<file path="src/rtl/uart_echo_engine.sv">
// uart_echo_engine
//   Glue between the uart core's FIFO-side handshake and the rx/tx pins.
//   It pops bytes from the receive FIFO, adds OFFSET and pushes the result to
//   the transmit FIFO. Transfers are either stepped by hand or automatic.
//   Mode 10 bypasses the core and loops the rx pin straight back to tx.
//   It also keeps last-byte registers, saturating statistics counters and
//   registered pin monitors.
//
// Ports
//   clk, reset            system clock, async active-high reset
//   mode[1:0]             00 manual step, 01 auto echo, 10 pin loopback, 11 off
//   step                  one-cycle pulse, used in manual mode only
//   rx, tx_core           synchronised rx pin, serial output of uart core
//   rx_empty, r_data      receive FIFO status and head (first-word fall-through)
//   tx_full               transmit FIFO full
//   rd_uart, wr_uart      receive-pop / transmit-push strobes (registered)
//   w_data                byte pushed, held between pushes
//   tx, rx_monitor, tx_monitor   registered pin outputs
//   last_rx, last_tx      last byte popped / pushed
//   rx_count, tx_count, drop_count   saturating statistics
//   busy                  FSM not in IDLE
module uart_echo_engine #(
    parameter int DATA_WIDTH = 8,
    parameter int CNT_WIDTH  = 16,
    parameter int OFFSET     = 1,
    parameter int TX_TIMEOUT = 1024
) (
    input  logic                  clk,
    input  logic                  reset,
    input  logic [1:0]            mode,
    input  logic                  step,
    input  logic                  rx,
    input  logic                  tx_core,
    input  logic                  rx_empty,
    input  logic [DATA_WIDTH-1:0] r_data,
    input  logic                  tx_full,
    output logic                  rd_uart,
    output logic                  wr_uart,
    output logic [DATA_WIDTH-1:0] w_data,
    output logic                  tx,
    output logic                  rx_monitor,
    output logic                  tx_monitor,
    output logic [DATA_WIDTH-1:0] last_rx,
    output logic [DATA_WIDTH-1:0] last_tx,
    output logic [CNT_WIDTH-1:0]  rx_count,
    output logic [CNT_WIDTH-1:0]  tx_count,
    output logic [CNT_WIDTH-1:0]  drop_count,
    output logic                  busy
);
    localparam int TW = (TX_TIMEOUT > 1) ? $clog2(TX_TIMEOUT) : 1;
    localparam logic [TW-1:0]         TMO_LAST = TW'(TX_TIMEOUT - 1);
    localparam logic [DATA_WIDTH-1:0] OFF_W    = DATA_WIDTH'(OFFSET);

    typedef enum logic {IDLE, PUSH} state_t;

    state_t                state_q;
    logic                  rd_q, wr_q;
    logic [DATA_WIDTH-1:0] hold_q, w_data_q, last_rx_q, last_tx_q;
    logic [CNT_WIDTH-1:0]  rx_cnt_q, tx_cnt_q, drop_cnt_q;
    logic [TW-1:0]         tmo_q;
    logic                  tx_q, rxm_q, txm_q;

    logic                  trigger_d;
    logic [DATA_WIDTH-1:0] hold_d;

    // A step pulse seen while the FIFO is empty is simply lost.
    assign trigger_d = !rx_empty && ((mode == 2'b01) || ((mode == 2'b00) && step));
    assign hold_d    = r_data + OFF_W;

    function automatic logic [CNT_WIDTH-1:0] sat_inc(input logic [CNT_WIDTH-1:0] v);
        return (&v) ? v : v + CNT_WIDTH'(1);
    endfunction

    // Strobes are registered. The pop pulse shows in the first PUSH cycle
    // and the push pulse in the following IDLE cycle, so the two never
    // overlap and pops are at least two cycles apart. The mode input is
    // only sampled in IDLE, so a held byte always finishes first.
    always_ff @(posedge clk or posedge reset) begin
        if (reset) begin
            state_q    <= IDLE;
            rd_q       <= 1'b0;
            wr_q       <= 1'b0;
            hold_q     <= '0;
            w_data_q   <= '0;
            last_rx_q  <= '0;
            last_tx_q  <= '0;
            rx_cnt_q   <= '0;
            tx_cnt_q   <= '0;
            drop_cnt_q <= '0;
            tmo_q      <= '0;
        end else begin
            rd_q <= 1'b0;
            wr_q <= 1'b0;
            case (state_q)
                IDLE: begin
                    if (trigger_d) begin
                        rd_q      <= 1'b1;
                        last_rx_q <= r_data;
                        hold_q    <= hold_d;
                        rx_cnt_q  <= sat_inc(rx_cnt_q);
                        tmo_q     <= '0;
                        state_q   <= PUSH;
                    end
                end
                PUSH: begin
                    if (!tx_full) begin
                        wr_q      <= 1'b1;
                        w_data_q  <= hold_q;
                        last_tx_q <= hold_q;
                        tx_cnt_q  <= sat_inc(tx_cnt_q);
                        state_q   <= IDLE;
                    end else if (tmo_q == TMO_LAST) begin
                        drop_cnt_q <= sat_inc(drop_cnt_q);
                        state_q    <= IDLE;
                    end else begin
                        tmo_q <= tmo_q + TW'(1);
                    end
                end
                default: state_q <= IDLE;
            endcase
        end
    end

    // Pin path: reset to line-idle high.
    always_ff @(posedge clk or posedge reset) begin
        if (reset) begin
            tx_q  <= 1'b1;
            rxm_q <= 1'b1;
            txm_q <= 1'b1;
        end else begin
            tx_q  <= (mode == 2'b10) ? rx : tx_core;
            rxm_q <= rx;
            txm_q <= tx_q;
        end
    end

    assign rd_uart    = rd_q;
    assign wr_uart    = wr_q;
    assign w_data     = w_data_q;
    assign last_rx    = last_rx_q;
    assign last_tx    = last_tx_q;
    assign rx_count   = rx_cnt_q;
    assign tx_count   = tx_cnt_q;
    assign drop_count = drop_cnt_q;
    assign busy       = (state_q != IDLE);
    assign tx         = tx_q;
    assign rx_monitor = rxm_q;
    assign tx_monitor = txm_q;
endmodule

</file>
<file path="config.mk">
export PLATFORM = sky130hd
export DESIGN_NAME = uart_echo_engine
export DESIGN_NICKNAME = d
export VERILOG_FILES = /design/src/rtl/uart_echo_engine.sv
export SDC_FILE = /design/constraint.sdc
export NUM_CORES = 1
export LEC_CHECK = 0
export CAP_MARGIN = 20
export CELL_PAD_IN_SITES_DETAIL_PLACEMENT = 2
export CELL_PAD_IN_SITES_GLOBAL_PLACEMENT = 2
export CORE_UTILIZATION = 33
export DETAILED_ROUTE_END_ITERATION = 10
export PLACE_DENSITY_LB_ADDON = 0.12
export SYNTH_ARGS = -nofsm -noshare
export SYNTH_HDL_FRONTEND = slang
export SYNTH_SLANG_ARGS = --single-unit
</file>
<file path="constraint.sdc">
create_clock -name clk -period 7.83 [get_ports clk]
set_input_delay 0.783 -clock clk [delete_from_list [all_inputs] [get_ports clk]]
set_output_delay 0.783 -clock clk [all_outputs]
set_load 0.05 [all_outputs]
</file>
==> results of run 1 <==
-- worst paths after layout --
| path | endpoint | slack, ns | start |
|---|---|---|---|
| worst max-delay path | rx_count[11] | 4.95 | mode[0] |
| worst min-delay path | tx_monitor | 0.39 | tx |
| worst max register to register | rx_count[11] | 5.32 | busy |
| worst min register to register | tx_monitor | 0.39 | tx |
| max in group asynchronous | rx_monitor | 6.23 | reset |
| min in group asynchronous | tx_count[8] | 0.66 | reset |
-- state kept, by name (all words and copies together) (netlist names), 8 cells and up --
register,count
drop_count,16
tmo_q,10
hold_q,8
last_tx,8
last_rx,8
tx_count,16
rx_count,16
-- cell usage after synthesis, drive strengths merged (6+ instances only) --
cell | n | area share, %
a31oi | 6 | 1.2
and3 | 10 | 1.6
and4 | 7 | 1.5
buf | 11 | 1.9
clkbuf | 6 | 0.56
dfrtp | 85 | 53
inv | 7 | 0.65
mux2 | 6 | 1.7
nand2 | 90 | 8.4
nand3 | 29 | 3.6
nand4 | 14 | 2.3
nor2 | 10 | 0.93
o21ai | 17 | 2.1
xnor2 | 37 | 8.0
xor2 | 9 | 2.0
-- cell families (layout without fill, tap and decap cells) --
kind of cell | after synthesis | after routing | share of synthesized area (%)
flip-flops | 88 | 88 | 54.68
AND/OR/NAND/NOR | 184 | 184 | 22.52
XOR/XNOR | 46 | 46 | 9.988
buffers and inverters | 24 | 120 | 3.071
adder cells (fa/ha/maj) | 5 | 5 | 1.551
multiplexers | 6 | 6 | 1.675
AO/OA/AOI/OAI | 35 | 35 | 6.513
-- final cells by class --
type                       count  area, sq um  area share, %
sequential                    88         2206          41.10
clock buffer                  15        257.7          4.802
tap                          147        183.9          3.427
timing repair buffer          97        983.4          18.32
multi-input combinational    276         1704          31.75
inverter                       7        27.53         0.5128
clock inverter                 1        5.005        0.09324
-- metal layers --
layer  up-vias  GRT usage, %
li1       1503             -
met1      1618         22.92
met2        64         30.49
met3        11         2.808
met4         0         7.200
met5         -             0
-- metrics by stage --
stage                     hold slack, ns  power [uW]
after floorplan                   0.4386       895.9
after global placement            0.3815        1041
after detailed placement          0.3889        1053
after CTS                         0.3955        1456
after global routing              0.3908        1506
final                             0.3878        1434
-- worst max-delay path, delay by kind of cell --
kind	cells	cell delay (ns)
AND/OR/NAND/NOR	4	1.67
XOR/XNOR	1	0.16
buffers and inverters	1	0.48
-- report_power, final --
group          switching [uW]  internal (uW)
registers                65.6            518
logic                     305            151
clock network             170            224
==> impl_metrics.tcl, run 1 <==
set metrics [dict create \
    run_status "finished, final reports clean" \
    dr.max_layer_used "met4" \
    r2r_cells 4 \
    crit_chain "clkdlybuf4s50_1 -> nor2_1 -> or4_1 -> nor3_1 -> nand4_1 -> xnor2_1" \
    worstHoldPathCells 0 \
    hold_viol 0 \
    synth-seq-cells 88 \
    drt-met1-wl_um 4811 \
    pre_cts_ws_ns 4.521 \
    via_per_inst 5.065 \
    dieWidth_um 112.6 \
    max_stage_delay_ns 0.86 \
    grt_pass1_vias 3497 \
    numCtsBuffers 9 \
    crit_arrival_ns 3.10 \
    cts.sinks 88 \
    syn_to_final_growth_pct 33.06 \
    synth.distinct_cells 39 \
    final_cell_mix "94 x clkdlybuf4s50_1, 90 x nand2_1, 85 x dfrtp_1" \
    clock_path_buffers 2 \
    fin_skew_ns 0.005542 \
    routedWlPerCell_um 16.59 \
    met2RoutedLength_um 5202 \
    clk_pin_slew_ns 0.06 \
    clkLatencyLatePin_ns 0.34 \
    worst_pin_slew_ns 1.012 \
    antenna_found_initial 0 \
    seq_area_frac_synth_pct 54.68 \
    critPathMaxFanout 28 \
    synth_fp_nets 410 \
    rsz0062_at_grt "no" \
    place_area_sq_um 5077 \
    cts_tree "yes" \
    place.gp.congestion 0.7199 \
    yosysWarnings 0 \
    die_h_um 112.6 \
    synth_edf_count 0 \
    worst_slack_ns 4.952 \
    syn_area_sq_um 4034 \
    start_util_pct 33.72 \
    worst_ir_drop_vdd_mv 0.1650 \
    slew_viol_final 0 \
    start_kind "primary input" \
    post_route_cells_drive_above_1_share_pct 6.818 \
    wirelength_um 10470 \
    grt_pass1_wl_um 17880 \
    netlist_instances 388 \
    cp-end-kind "flop" \
    overflow 0 \
    vias 3196 \
    cts_hold_buf 0 \
    drtIter0Drc 76 \
    grt_use_total_pct 17.97 \
    root_buffer "clkbuf_16" \
    maxClockFrequency_ghz 0.3474 \
    post_cts_buffers 0 \
    maxCapViolCount 0 \
    io_pins 95 \
    p_leak_uw 0.002319 \
    fin_tns_setup_ns 0 \
    mostFrequentLayoutCell "clkdlybuf4s50_1" \
    dp_cells 614 \
    hp-class "reg -> reg" \
    core_sq_um 11960 \
    synth_flop_cell "dfrtp_1" \
    max_slew_margin_pct 32.52 \
    fin_cells 631 \
    design.final.nets 501 \
    fill_cells 1293 \
    ant_nets 0 \
    io_buffers 94 \
    ctsResizeCount 0 \
    setup_viol 0 \
    crit_required_ns 8.06 \
    synth.avg_cell_area_sq_um 10.40 \
    fin_util_pct 44.87 \
    place_hpwl_um 7433 \
    design.die.area_sq_um 12670 \
    rows 40 \
    dr_wl_met3_um 290 \
    drc_errors 0 \
    drt-pass1-iter-count 3 \
    htreeDepth 3 \
    grt_max_degree 80 \
    min_period_ns 2.878 \
    p_per_area_nw_per_um2 267.1 \
    cp_slowest_cell "or4_1" \
    postLayoutCellArea_sq_um 5368 \
    antennaDiodeCount 0 \
    synthArstFlopShare_pct 100.0 \
    post-route-period-util_pct 36.76 \
    critical_path_class "in -> reg" \
]
Note: power is estimated with default switching activity, not from simulation.
==> run 2, diff against run 1 <==
--- a/config.mk
+++ b/config.mk
@@ -8,7 +8,7 @@
 export CAP_MARGIN = 20
 export CELL_PAD_IN_SITES_DETAIL_PLACEMENT = 2
 export CELL_PAD_IN_SITES_GLOBAL_PLACEMENT = 2
-export CORE_UTILIZATION = 33
+export CORE_UTILIZATION = 28
 export DETAILED_ROUTE_END_ITERATION = 10
 export PLACE_DENSITY_LB_ADDON = 0.12
 export SYNTH_ARGS = -nofsm -noshare
==> constraint.sdc (replaced) <==
create_clock -name clk -period 2.6 [get_ports clk]
set_input_delay 0.26 -clock clk [delete_from_list [all_inputs] [get_ports clk]]
set_output_delay 0.26 -clock clk [all_outputs]
set_load 0.05 [all_outputs]
==> impl_metrics.tcl, run 2 (same netlist as run 1, synthesis figures left out) <==
set metrics [dict create \
    htreeDepth 3 \
    regToRegEndpoint "drop_count[5]" \
    fin_skew_ns 0.005194 \
    cts_hold_buf 0 \
    ctsResizeCount 0 \
    grt_max_degree 89 \
    grt_pass1_wl_um 17900 \
    final_cell_mix "94 x clkdlybuf4s50_1, 90 x nand2_1, 85 x dfrtp_1" \
    cts_tree "yes" \
    postLayoutCellArea_sq_um 5424 \
    grt_use_total_pct 15.46 \
    maxCapViolCount 0 \
    clkLatencyLatePin_ns 0.34 \
    post-route-period-util_pct 89.28 \
    design.die.area_sq_um 14890 \
    p_total_uw 4298 \
    setup_viol 0 \
    swShare_pct 37.59 \
    clock_path_buffers 2 \
    place_area_sq_um 5169 \
    slew_viol_final 0 \
    start_kind "flop" \
    design.final.nets 505 \
    drt-pass1-iter-count 5 \
    max_stage_delay_ns 0.58 \
    place_hpwl_um 7544 \
    clk_pin_slew_ns 0.06 \
    maxClockFrequency_ghz 0.4308 \
    place.gp.congestion 0.7494 \
    grtUsageMet2_pct 24.79 \
    reg2reg_from "tmo_q[0]" \
    combinationalPowerShare_pct 32.2 \
    intPower_uw 2682 \
    rsz0062_at_grt "no" \
    pwr-share-clk_pct 27.0 \
    p_sw_uw 1616 \
    crit_required_ns 2.82 \
    grt_use_met3_pct 3.418 \
    antenna_found_initial 0 \
    cp_slowest_cell "or4_4" \
    post_route_cells_drive_above_1_share_pct 7.613 \
    core_sq_um 13990 \
    r2r_slack_ns 0.28 \
    p_leak_uw 0.002333 \
    critical_path_class "reg -> reg" \
    use_met1_pct 20.17 \
    critPathMaxFanout 6 \
    worst_ir_drop_vdd_mv 0.4513 \
    routedWlPerCell_um 15.74 \
    post_cts_buffers 0 \
    cp-end-kind "flop" \
    run_status "finished, final reports clean" \
    cts.sinks 88 \
    fin_tns_setup_ns 0 \
    grt.busiest_layer "met2" \
    via_per_inst 4.790 \
    max_slew_margin_pct 58.92 \
    syn_to_final_growth_pct 34.46 \
    die_h_um 122.0 \
    wirelength_um 10480 \
    start_util_pct 28.84 \
    antennaDiodeCount 0 \
    min_period_ns 2.321 \
    vias 3190 \
    dieWidth_um 122.0 \
    crit_arrival_ns 2.54 \
    io_pins 95 \
    ant_nets 0 \
    rows 43 \
    overflow 0 \
    r2r_cells 6 \
    power_frac_seq_pct 40.8 \
    io_buffers 94 \
    numCtsBuffers 9 \
    p_per_area_nw_per_um2 792.4 \
    worst_pin_slew_ns 0.6133 \
    drtIter0Drc 145 \
    hold_viol 0 \
    grt_pass1_vias 3527 \
    drc_errors 0 \
    root_buffer "clkbuf_16" \
    hp-class "in -> async" \
    crit_chain "ha_1 -> nand4_2 -> or4_4 -> a311oi_1 -> nand4_1 -> xnor2_1" \
    mostFrequentLayoutCell "clkdlybuf4s50_1" \
]
[run 2: changes by cell type in the layout (fill, tap and decap cells not counted), sizes merged]
cell / previous run / this run
clkbuf: 15 / 13
buf: 3 / 7
[run 2: final cells by class]
cell class / instances / area, sq um
Timing Repair Buffer: 101 / 1006
Multi-Input combinational cell: 276 / 1704
Clock inverter: 1 / 5.005
Fill cell: 1537 / 8564
Tap cell: 180 / 225.2
Inverter: 7 / 27.53
Clock buffer: 13 / 250.2
Sequential cell: 88 / 2206
[run 2: power groups by stage]
stage / registers (uW) / logic [uW] / clock network (uW)
floorplan: 2240 / 459 / 0
global placement: 1770 / 1370 / 0
detailed placement: 1790 / 1400 / 0
CTS: 1770 / 1400 / 1220
global route: 1790 / 1470 / 1260
finish: 1750 / 1380 / 1160
[run 2: layer usage]
metal | wire (um) | up-vias
met3 | 472 | 11
li1 | - | 1507
met1 | 4974 | 1600
met4 | 163 | 0
met2 | 4871 | 72
met5 | 0 | -
[run 2: worst max path at each step]
| stage | cells after the start | endpoint | startpoint |
|---|---|---|---|
| 2_1_floorplan | 1 | busy | reset |
| 3_3_place_gp | 6 | drop_count[14] | tx_full |
| 3_5_place_dp | 6 | drop_count[7] | tx_full |
| 4_1_cts | 6 | drop_count[7] | tmo_q[0] |
| 5_1_grt | 6 | drop_count[5] | tmo_q[0] |
| 6_report | 6 | drop_count[5] | tmo_q[0] |
[run 2: worst max-delay path, delay by kind of cell (launching register included)]
family                     cells  cell delay (ns)
xor gates and xnor gates       1             0.15
DFF                            1             0.41
adders and majority gates      1             0.26
and+or+nand+nor                3             0.94
AOI/OAI and AO/OA              1             0.44
[run 2: stage by stage]
step | hold slack [ns] | setup WS, ns | instances | utilization [%]
4_1_cts | 0.3654 | 0.2549 | 666 | 38.77
6_report | 0.3671 | 0.2788 | 666 | 38.77
3_3_place_gp | 0.3603 | 0.3007 | 652 | 36.95
2_1_floorplan | 0.2645 | 0.06641 | 388 | -
5_1_grt | 0.3783 | 0.1213 | 666 | 38.77
3_5_place_dp | 0.3680 | 0.2182 | 652 | 36.95
==> run 3, diff against run 2 <==
--- a/config.mk
+++ b/config.mk
@@ -10,6 +10,7 @@
 export CELL_PAD_IN_SITES_GLOBAL_PLACEMENT = 2
 export CORE_UTILIZATION = 28
 export DETAILED_ROUTE_END_ITERATION = 10
+export HOLD_SLACK_MARGIN = 0.05
 export PLACE_DENSITY_LB_ADDON = 0.12
 export SYNTH_ARGS = -nofsm -noshare
 export SYNTH_HDL_FRONTEND = slang
==> results of run 3 <==
No change in the layout: final DEF, timing and power equal those of run 2.
